**config.mk**
```make
export PLATFORM = sky130hd
export DESIGN_NAME = serv_pc_unit
export DESIGN_NICKNAME = d
export VERILOG_FILES = /design/src/rtl/serv_pkg.sv /design/src/rtl/serv_ser_add.sv /design/src/rtl/serv_pc_unit.sv
export SDC_FILE = /design/constraint.sdc
export NUM_CORES = 1
export LEC_CHECK = 0
export BUFFER_PORTS_ARGS = -buffer_cell sky130_fd_sc_hd__buf_2
export CORE_AREA = 10 10 94 96
export DETAILED_ROUTE_END_ITERATION = 10
export DIE_AREA = 0 0 104 106
export GPL_TIMING_DRIVEN = 0
export PLACE_DENSITY = 0.68
export SLEW_MARGIN = 10
export SYNTH_ARGS = -nofsm -noshare
export SYNTH_HDL_FRONTEND = slang
export SYNTH_SLANG_ARGS = --single-unit
```
**constraint.sdc**
```tcl
create_clock -name clk -period 4 [get_ports clk]
set_clock_uncertainty 0.15 [all_clocks]
set_input_delay 0.8 -clock clk [delete_from_list [all_inputs] [get_ports clk]]
set_output_delay 0.8 -clock clk [all_outputs]
set_load 0.05 [all_outputs]
```
**src/rtl/serv_pkg.sv**
```systemverilog
// Shared constants and helpers for the bit-serial SERV PC datapath.
// Chunk geometry is derived from the per-instance serial width W.
package serv_pkg;

  localparam int XLEN = 32;

  function automatic int chunks(input int w);
    return XLEN / w;
  endfunction

  function automatic int cnt_width(input int w);
    return (XLEN / w > 1) ? $clog2(XLEN / w) : 1;
  endfunction

  // Chunk k of a constant addend: (v >> k*w), truncated to w bits.
  function automatic logic [7:0] const_chunk(
    input logic [31:0] v,
    input int          k,
    input int          w
  );
    return 8'(v >> (k * w)) & 8'((1 << w) - 1);
  endfunction

endpackage

```
**src/rtl/serv_ser_add.sv**
```systemverilog
// W-bit serial adder slice with a registered carry between chunks.
// Carry-in is forced to zero on the first chunk of a pass.
module serv_ser_add #(
  parameter int W = 1
) (
  input  logic         clk,
  input  logic         i_rst_n,
  input  logic         i_en,
  input  logic         i_clr,
  input  logic [W-1:0] i_a,
  input  logic [W-1:0] i_b,
  output logic [W-1:0] o_q
);

  logic       c_r;
  logic [W:0] sum;

  assign sum = {1'b0, i_a} + {1'b0, i_b}
             + {{W{1'b0}}, c_r & ~i_clr};
  assign o_q = sum[W-1:0];

  always_ff @(posedge clk) begin
    if (!i_rst_n) begin
      c_r <= 1'b0;
    end else if (i_en) begin
      c_r <= sum[W];
    end
  end

endmodule

```
**src/rtl/serv_pc_unit.sv**
```systemverilog
// W-bit serial PC unit: next PC, prefetch address, rd data, misalign flag.
// SERV_PC_COMPRESSED_EN enables 16-bit increments and 2-byte targets.
module serv_pc_unit
  import serv_pkg::*;
#(
  parameter int          W        = 1,
  parameter logic [31:0] RESET_PC = 32'd0
) (
  input  logic         clk,
  input  logic         i_rst_n,
  input  logic         i_pc_en,
  input  logic         i_jump,
  input  logic         i_jal_or_jalr,
  input  logic         i_utype,
  input  logic         i_pc_rel,
  input  logic         i_trap,
  input  logic         i_iscomp,
  input  logic [W-1:0] i_imm,
  input  logic [W-1:0] i_buf,
  input  logic [W-1:0] i_csr_pc,
  output logic [W-1:0] o_rd,
  output logic         o_bad_pc,
  output logic         o_busy,
  output logic         o_done,
  output logic [31:0]  o_ibus_adr,
  output logic [31:0]  o_ibus_nxtadr
);

  localparam int N     = chunks(W);
  localparam int CNT_W = cnt_width(W);
  // Absolute bit 1 lives in chunk 1 for W=1, else bit 1 of chunk 0.
  localparam int BAD_K = (W == 1) ? 1 : 0;
  localparam int BAD_B = (W == 1) ? 0 : 1;

  logic [CNT_W-1:0] k;
  logic             first;
  logic             last;
  logic             bad_r;
  logic             bad_hit;
  logic [31:0]      inc_full;

  logic [W-1:0] pc;
  logic [W-1:0] inc_c;
  logic [W-1:0] four_c;
  logic [W-1:0] pc_plus_inc;
  logic [W-1:0] off_a;
  logic [W-1:0] off_b;
  logic [W-1:0] off_sum;
  logic [W-1:0] aligned;
  logic [W-1:0] csr_c;
  logic [W-1:0] new_c;
  logic [W-1:0] nxt_c;
  logic [W-1:0] umask;

  assign first = (k == '0);
  assign last  = (k == CNT_W'(N - 1));
  assign pc    = o_ibus_adr[W-1:0];

`ifdef SERV_PC_COMPRESSED_EN
  assign inc_full = i_iscomp ? 32'd2 : 32'd4;
  assign bad_hit  = 1'b0;
`else
  logic unused_iscomp;
  assign unused_iscomp = i_iscomp;
  assign inc_full      = 32'd4;
  assign bad_hit       = i_jump & ~i_trap & aligned[BAD_B];
`endif

  assign inc_c  = W'(const_chunk(inc_full, int'(k), W));
  assign four_c = W'(const_chunk(32'd4, int'(k), W));

  always_comb begin
    umask = '0;
    for (int j = 0; j < W; j++) begin
      umask[j] = (int'(k) * W + j) >= 12;
    end
  end

  assign off_a = i_pc_rel ? pc : '0;
  assign off_b = i_utype ? (i_imm & umask) : i_buf;

  always_comb begin
    aligned = off_sum;
    csr_c   = i_csr_pc;
    if (first) begin
      aligned[0] = 1'b0;
      csr_c[0]   = 1'b0;
    end
  end

  assign new_c = i_trap ? csr_c
               : i_jump ? aligned
               : pc_plus_inc;

  assign o_rd = (i_utype ? aligned : '0)
              | (i_jal_or_jalr ? pc_plus_inc : '0);

  assign o_busy = (k != '0);
  assign o_done = i_rst_n & i_pc_en & last;

  serv_ser_add #(.W(W)) u_inc (
    .clk     (clk),
    .i_rst_n (i_rst_n),
    .i_en    (i_pc_en),
    .i_clr   (first),
    .i_a     (pc),
    .i_b     (inc_c),
    .o_q     (pc_plus_inc)
  );

  serv_ser_add #(.W(W)) u_off (
    .clk     (clk),
    .i_rst_n (i_rst_n),
    .i_en    (i_pc_en),
    .i_clr   (first),
    .i_a     (off_a),
    .i_b     (off_b),
    .o_q     (off_sum)
  );

  serv_ser_add #(.W(W)) u_nxt (
    .clk     (clk),
    .i_rst_n (i_rst_n),
    .i_en    (i_pc_en),
    .i_clr   (first),
    .i_a     (new_c),
    .i_b     (four_c),
    .o_q     (nxt_c)
  );

  always_ff @(posedge clk) begin
    if (!i_rst_n) begin
      k             <= '0;
      o_ibus_adr    <= RESET_PC;
      o_ibus_nxtadr <= RESET_PC + 32'd4;
      bad_r         <= 1'b0;
      o_bad_pc      <= 1'b0;
    end else if (i_pc_en) begin
      k             <= k + CNT_W'(1);
      o_ibus_adr    <= {new_c, o_ibus_adr[31:W]};
      o_ibus_nxtadr <= {nxt_c, o_ibus_nxtadr[31:W]};
      if (k == CNT_W'(BAD_K)) begin
        bad_r <= bad_hit;
      end
      if (last) begin
        o_bad_pc <= bad_r;
      end
    end
  end

endmodule

```
== Word level (Yosys, flattened, before mapping) ==
Cells that the tools add are included.

* Flip-flop bits (word level): 74
* Input port bits: 12
* Output and inout port bits: 68

* Add/sub/neg operators: 7
* $lt $le $gt $ge: 1
* Eq/ne operators: 2
* Shift operators: 1
* Muxes and demuxes: 8
* Bitwise gates (word level): 11
* Reduce and logical (&&, ||, !) cells: 4

{| class="wikitable"
|+ Operators with widths
! operator !! count
|-
| bitwise AND 1 bit || 8
|-
| two-way mux 1 bit || 8
|-
| adder 1 x 1 -> 2 bit || 3
|-
| adder 2 x 1 -> 2 bit || 3
|-
| adder 5 x 1 -> 5 bit (second input constant) || 1
|-
| equality test 5 x 1 -> 1 bit (second input constant) || 1
|-
| equality test 5 bit (second input constant) || 1
|-
| >= comparator 5 x 4 -> 1 bit (second input constant) || 1
|-
| logical NOT 5 bit || 1
|-
| nonzero test 5 bit || 1
|-
| right shift 3 x 5 -> 1 bit (first input constant) || 1
|-
| AND reduction 2 bit || 2
|-
| inverter 1 bit || 2
|-
| bitwise OR 1 bit || 1
|}

== Longest topological paths before layout ==
* Word-level depth: 10
* Gate-level depth with buffers: 11
* Mapped depth without buffers: 10

== By module ==
Synthesis repeated with hierarchy kept, for this count alone.

* Cell total of the unflattened synthesis: 274
* Area, all modules: 2852.7 um2

{| class="wikitable"
|+ Modules (own cells, without submodules)
! module !! times used !! cells an instance !! area each (um2) !! sequential area each (um2)
|-
| serv_pc_unit || 1 || 259 || 2665.1 || 1421.4
|-
| serv_ser_add || 3 || 5 || 62.6 || 20.0
|}

== Least setup slack after synthesis ==
OpenSTA, ideal clock, no wires.

* Path type: reg2out
* Start point: register k[0]
* End point: output port o_rd
* Arrival: 2.772 ns
* Required time: 3.050 ns
* Setup slack: 0.278 ns
* Stages on the path, launching flop included: 8
* Cells stage by stage: dfxtp_1 > inv_1 > ha_1 > or4b_4 > buf_6 > nand2_1 > fa_1 > o21ai_0

* Cells in the longest elaborated chain, start to end: 8
* Elaborated cells between the ends (all ways): 16

{| class="wikitable"
|+ Ends and longest elaborated chain
! what !! line !! source
|-
| start: declaration || serv_pc_unit.sv:35 || <nowiki>logic [CNT_W-1:0] k;</nowiki>
|-
| start signal: assignment || serv_pc_unit.sv:139 || <nowiki>k <= k + CNT_W'(1);</nowiki>
|-
| >= comparator 5 x 4 -> 1 bit || serv_pc_unit.sv:75 || <nowiki>umask[j] = (int'(k) * W + j) >= 12;</nowiki>
|-
| bitwise AND 1 bit || serv_pc_unit.sv:80 || <nowiki>assign off_b = i_utype ? (i_imm & umask) : i_buf;</nowiki>
|-
| two-way mux 1 bit || serv_pc_unit.sv:80 ||
|-
| adder 1 x 1 -> 2 bit || serv_ser_add.sv:18 || <nowiki>assign sum = {1'b0, i_a} + {1'b0, i_b}</nowiki>
|-
| adder 2 x 1 -> 2 bit || serv_ser_add.sv:19 || <nowiki>+ {{W{1'b0}}, c_r & ~i_clr};</nowiki>
|-
| two-way mux 1 bit || serv_pc_unit.sv:85 || <nowiki>if (first) begin</nowiki>
|-
| two-way mux 1 bit || serv_pc_unit.sv:95 || <nowiki>assign o_rd = (i_utype ? aligned : '0)</nowiki>
|-
| bitwise OR 1 bit * || serv_pc_unit.sv:96 || <nowiki>| (i_jal_or_jalr ? pc_plus_inc : '0);</nowiki>
|-
| end: declaration || serv_pc_unit.sv:21 || <nowiki>output logic [W-1:0] o_rd,</nowiki>
|}

Mark *: on every way between the ends. The rest lies on a longest branch, timed or not.

== Final worst setup path ==
Same ends and word-level chain as after synthesis.

==> flow_metrics.env <==
export IMPL_drt_total_wl_um=6440
export IMPL_maxCapViolations=0
export IMPL_crit_cells=9
export IMPL_grt_max_degree=12
export IMPL_syn_area_per_cell_um2=10.9
export IMPL_ys_seq_elements=74
export IMPL_ys_async_sr_fraction=0
export IMPL_place_inst=454
export IMPL_final_cell_count_no_fill=469
export IMPL_die_h_um=106
export IMPL_min_path_type="flop to flop"
export IMPL_synth_ff_type="dfxtp_1"
export IMPL_worst_r2r_setup_slack_ns=0.67
export IMPL_cts_tree="done"
export IMPL_crit_family="simple AND/OR/NAND/NOR gates"
export IMPL_slew_viol_final=0
export IMPL_cts_resized=0
export IMPL_fin_crit_ns=3.79
export IMPL_die_w_um=104
export IMPL_layout_setup_ws_ns=0.205
export IMPL_crit_buf_inv=3
export IMPL_crit_chain="inv_1 > ha_1 > or4b_4 > buf_6 > and2_2 > fa_1 > nand3_1 > o21ai_0 > buf_2"
export IMPL_setup_violations=0
export IMPL_hold_depth=2
export IMPL_clockBufferDepth=2
export IMPL_synth_cell_types=32
export IMPL_criticalPathCategory="flop to output port"
export IMPL_overflow=0
export IMPL_diodes=0
export IMPL_ys_seq_area_frac=0.487
export IMPL_cts_setup_buffers=0
export IMPL_syn_nets=298
export IMPL_num_vias=2166
export IMPL_hold_ws_ns=0.323
export IMPL_cts_hold_buf=0
export IMPL_power_mw=1.44
export IMPL_clockRootBuffer="clkbuf_8"
export IMPL_hold_end="o_bad_pc"
export IMPL_drc=0
export IMPL_gp_congestion=0.722
export IMPL_cts_buffers_inserted=9
export IMPL_status="complete, no violations"
export IMPL_power_density_nw_per_um2=386
export IMPL_dpl_worst_slack_ns=0.557
export IMPL_peakVddDrop_mv=0.291
export IMPL_slowest_delay_ns=0.57
export IMPL_synth_warnings=0
export IMPL_r2r_end="o_ibus_nxtadr[31]"
export IMPL_hpwlAfterDp_um=4790
export IMPL_tns_ns=0
export IMPL_netlist_instances=279
export IMPL_grt_use_total=0.120
export IMPL_synth_edff_count=0
export IMPL_r2r_start="k[0]"
export IMPL_num_io_pins=80
export IMPL_power_leakage_nw=1.78
export IMPL_cp_arrival_ns=2.84
export IMPL_post_drt_wl_per_cell_um=13.7
export IMPL_min_period_over_period=0.949
export IMPL_rr_worst_depth=11
export IMPL_min_from="o_bad_pc"
export IMPL_cp_max_fo=8
export IMPL_rsz0062_at_grt="false"
export IMPL_drive_above_1_share=0.268
export IMPL_crit_required_ns=3.05
export IMPL_worst_pin_slew_ns=0.714
export IMPL_hold_viol=0
export IMPL_fmax_mhz=264
export IMPL_clkLatencyLatePin_ns=0.34
export IMPL_grt_pass1_vias=2251
export IMPL_antenna_left=0
export IMPL_slew_headroom=0.524
export IMPL_clock_sinks=74
export IMPL_cts_htree_levels=3
export IMPL_start_util=0.431
export IMPL_fp_dieArea_um2=11000
export IMPL_detail_route_iter0_violations=48
export IMPL_clk_pin_slew_ns=0.07
export IMPL_nNetsFinal=385
export IMPL_grt_pass1_wl_um=11000
export IMPL_synth_area_um2=3040
export IMPL_vias_per_cell=4.62
export IMPL_antenna_found_initial=0
export IMPL_area_delta_synth_final_pct=22.7
export IMPL_portBuffers=76
export IMPL_cp_start_kind="flop"
export IMPL_drt_first_pass_iters=4
export IMPL_end_kind="output port"
export IMPL_core_area_um2=7060
export IMPL_cp_slowest_cell="fa_1"
export IMPL_rows=31
[cell type report]
| cell class | count | area (um^2) |
|---|---|---|
| buffer | 19 | 86.3 |
| tap | 99 | 124 |
| clock inverter | 3 | 40.0 |
| multi-input combinational | 181 | 1460 |
| sequential | 74 | 1480 |
| timing repair buffer | 76 | 380 |
| clock buffer | 12 | 145 |
| fill | 676 | 3330 |
| inverter | 5 | 18.8 |
[per-stage QoR]
step,instance area [um^2],utilization
after floorplan,3040,-
after global placement,3550,0.502
after detailed placement,3550,0.502
after CTS,3730,0.529
after global routing,3730,0.529
final,3730,0.529
[cells by family (layout without fill, tap and decap cells)]
| family | after synthesis | count (layout) | share of synthesized area |
|---|---|---|---|
| compound gates | 9 | 9 | 0.0247 |
| fa+ha+maj | 7 | 7 | 0.0362 |
| buf+inv | 24 | 115 | 0.0345 |
| simple gates | 96 | 96 | 0.192 |
| mux | 66 | 66 | 0.217 |
| flops | 74 | 74 | 0.487 |
| xor+xnor | 3 | 3 | 0.00864 |
[registers in the layout, summed over array words and instances (netlist names)]
name / count
u_nxt.c_r: 1
bad_r: 1
u_off.c_r: 1
k: 5
u_inc.c_r: 1
o_ibus_nxtadr: 32
o_bad_pc: 1
o_ibus_adr: 32
[cell usage after synthesis (2+ instances only)]
library cell,instances,area share
nand2_1,11,0.014
mux2i_1,66,0.22
inv_1,5,0.0062
dfxtp_1,74,0.49
clkbuf_1,8,0.0099
nor2b_1,65,0.13
nand3_1,6,0.0099
o21ai_0,2,0.0033
ha_1,4,0.016
xnor2_1,2,0.0058
and2_1,4,0.0082
o211a_1,3,0.0099
buf_1,6,0.0074
fa_1,3,0.020
buf_2,3,0.0049
[how the worst max path moves through the flow]
stage | startpoint | to | slack, ns
final | k[0] | o_rd | 0.21
after global routing | k[1] | o_rd | 0.11
after CTS | k[0] | o_rd | 0.17
after detailed placement | k[0] | o_rd | 0.56
after global placement | k[0] | o_rd | 0.60
after floorplan | k[0] | o_rd | 0.28
[report_power, final]
group	switching (mW)	total, mW	internal, mW
logic	0.0815	0.135	0.0534
clock network	0.253	0.553	0.300
registers	0.00790	0.753	0.745
total	0.342	1.44	1.10
[tightest hold or removal path, stage by stage, from the launching register on]
cell	delay, ns
dfxtp_1	0.31
nand2_1	0.05
a21boi_0	0.07
[per-layer routing]
layer,vias up,global-route usage,share of wire
met4,0,0.0497,0.017
met3,11,0.0574,0.084
li1,1102,-,-
met1,989,0.141,0.46
met5,-,0,0
met2,64,0.186,0.44
[cell usage in the layout, fill, tap and decap left out, types with 2 or more instances in the layout]
cell type and count:
nand3_1 6, nor2b_1 65, o21ai_0 2, inv_1 5, clkbuf_1 10, dfxtp_1 74
clkbuf_8 10, clkinv_2 2, and2_1 4, xnor2_1 2, nand2_1 11, buf_1 6
o211a_1 3, fa_1 3, buf_2 79, ha_1 4, mux2i_1 66
Note: power is estimated with default switching activity, not from simulation.
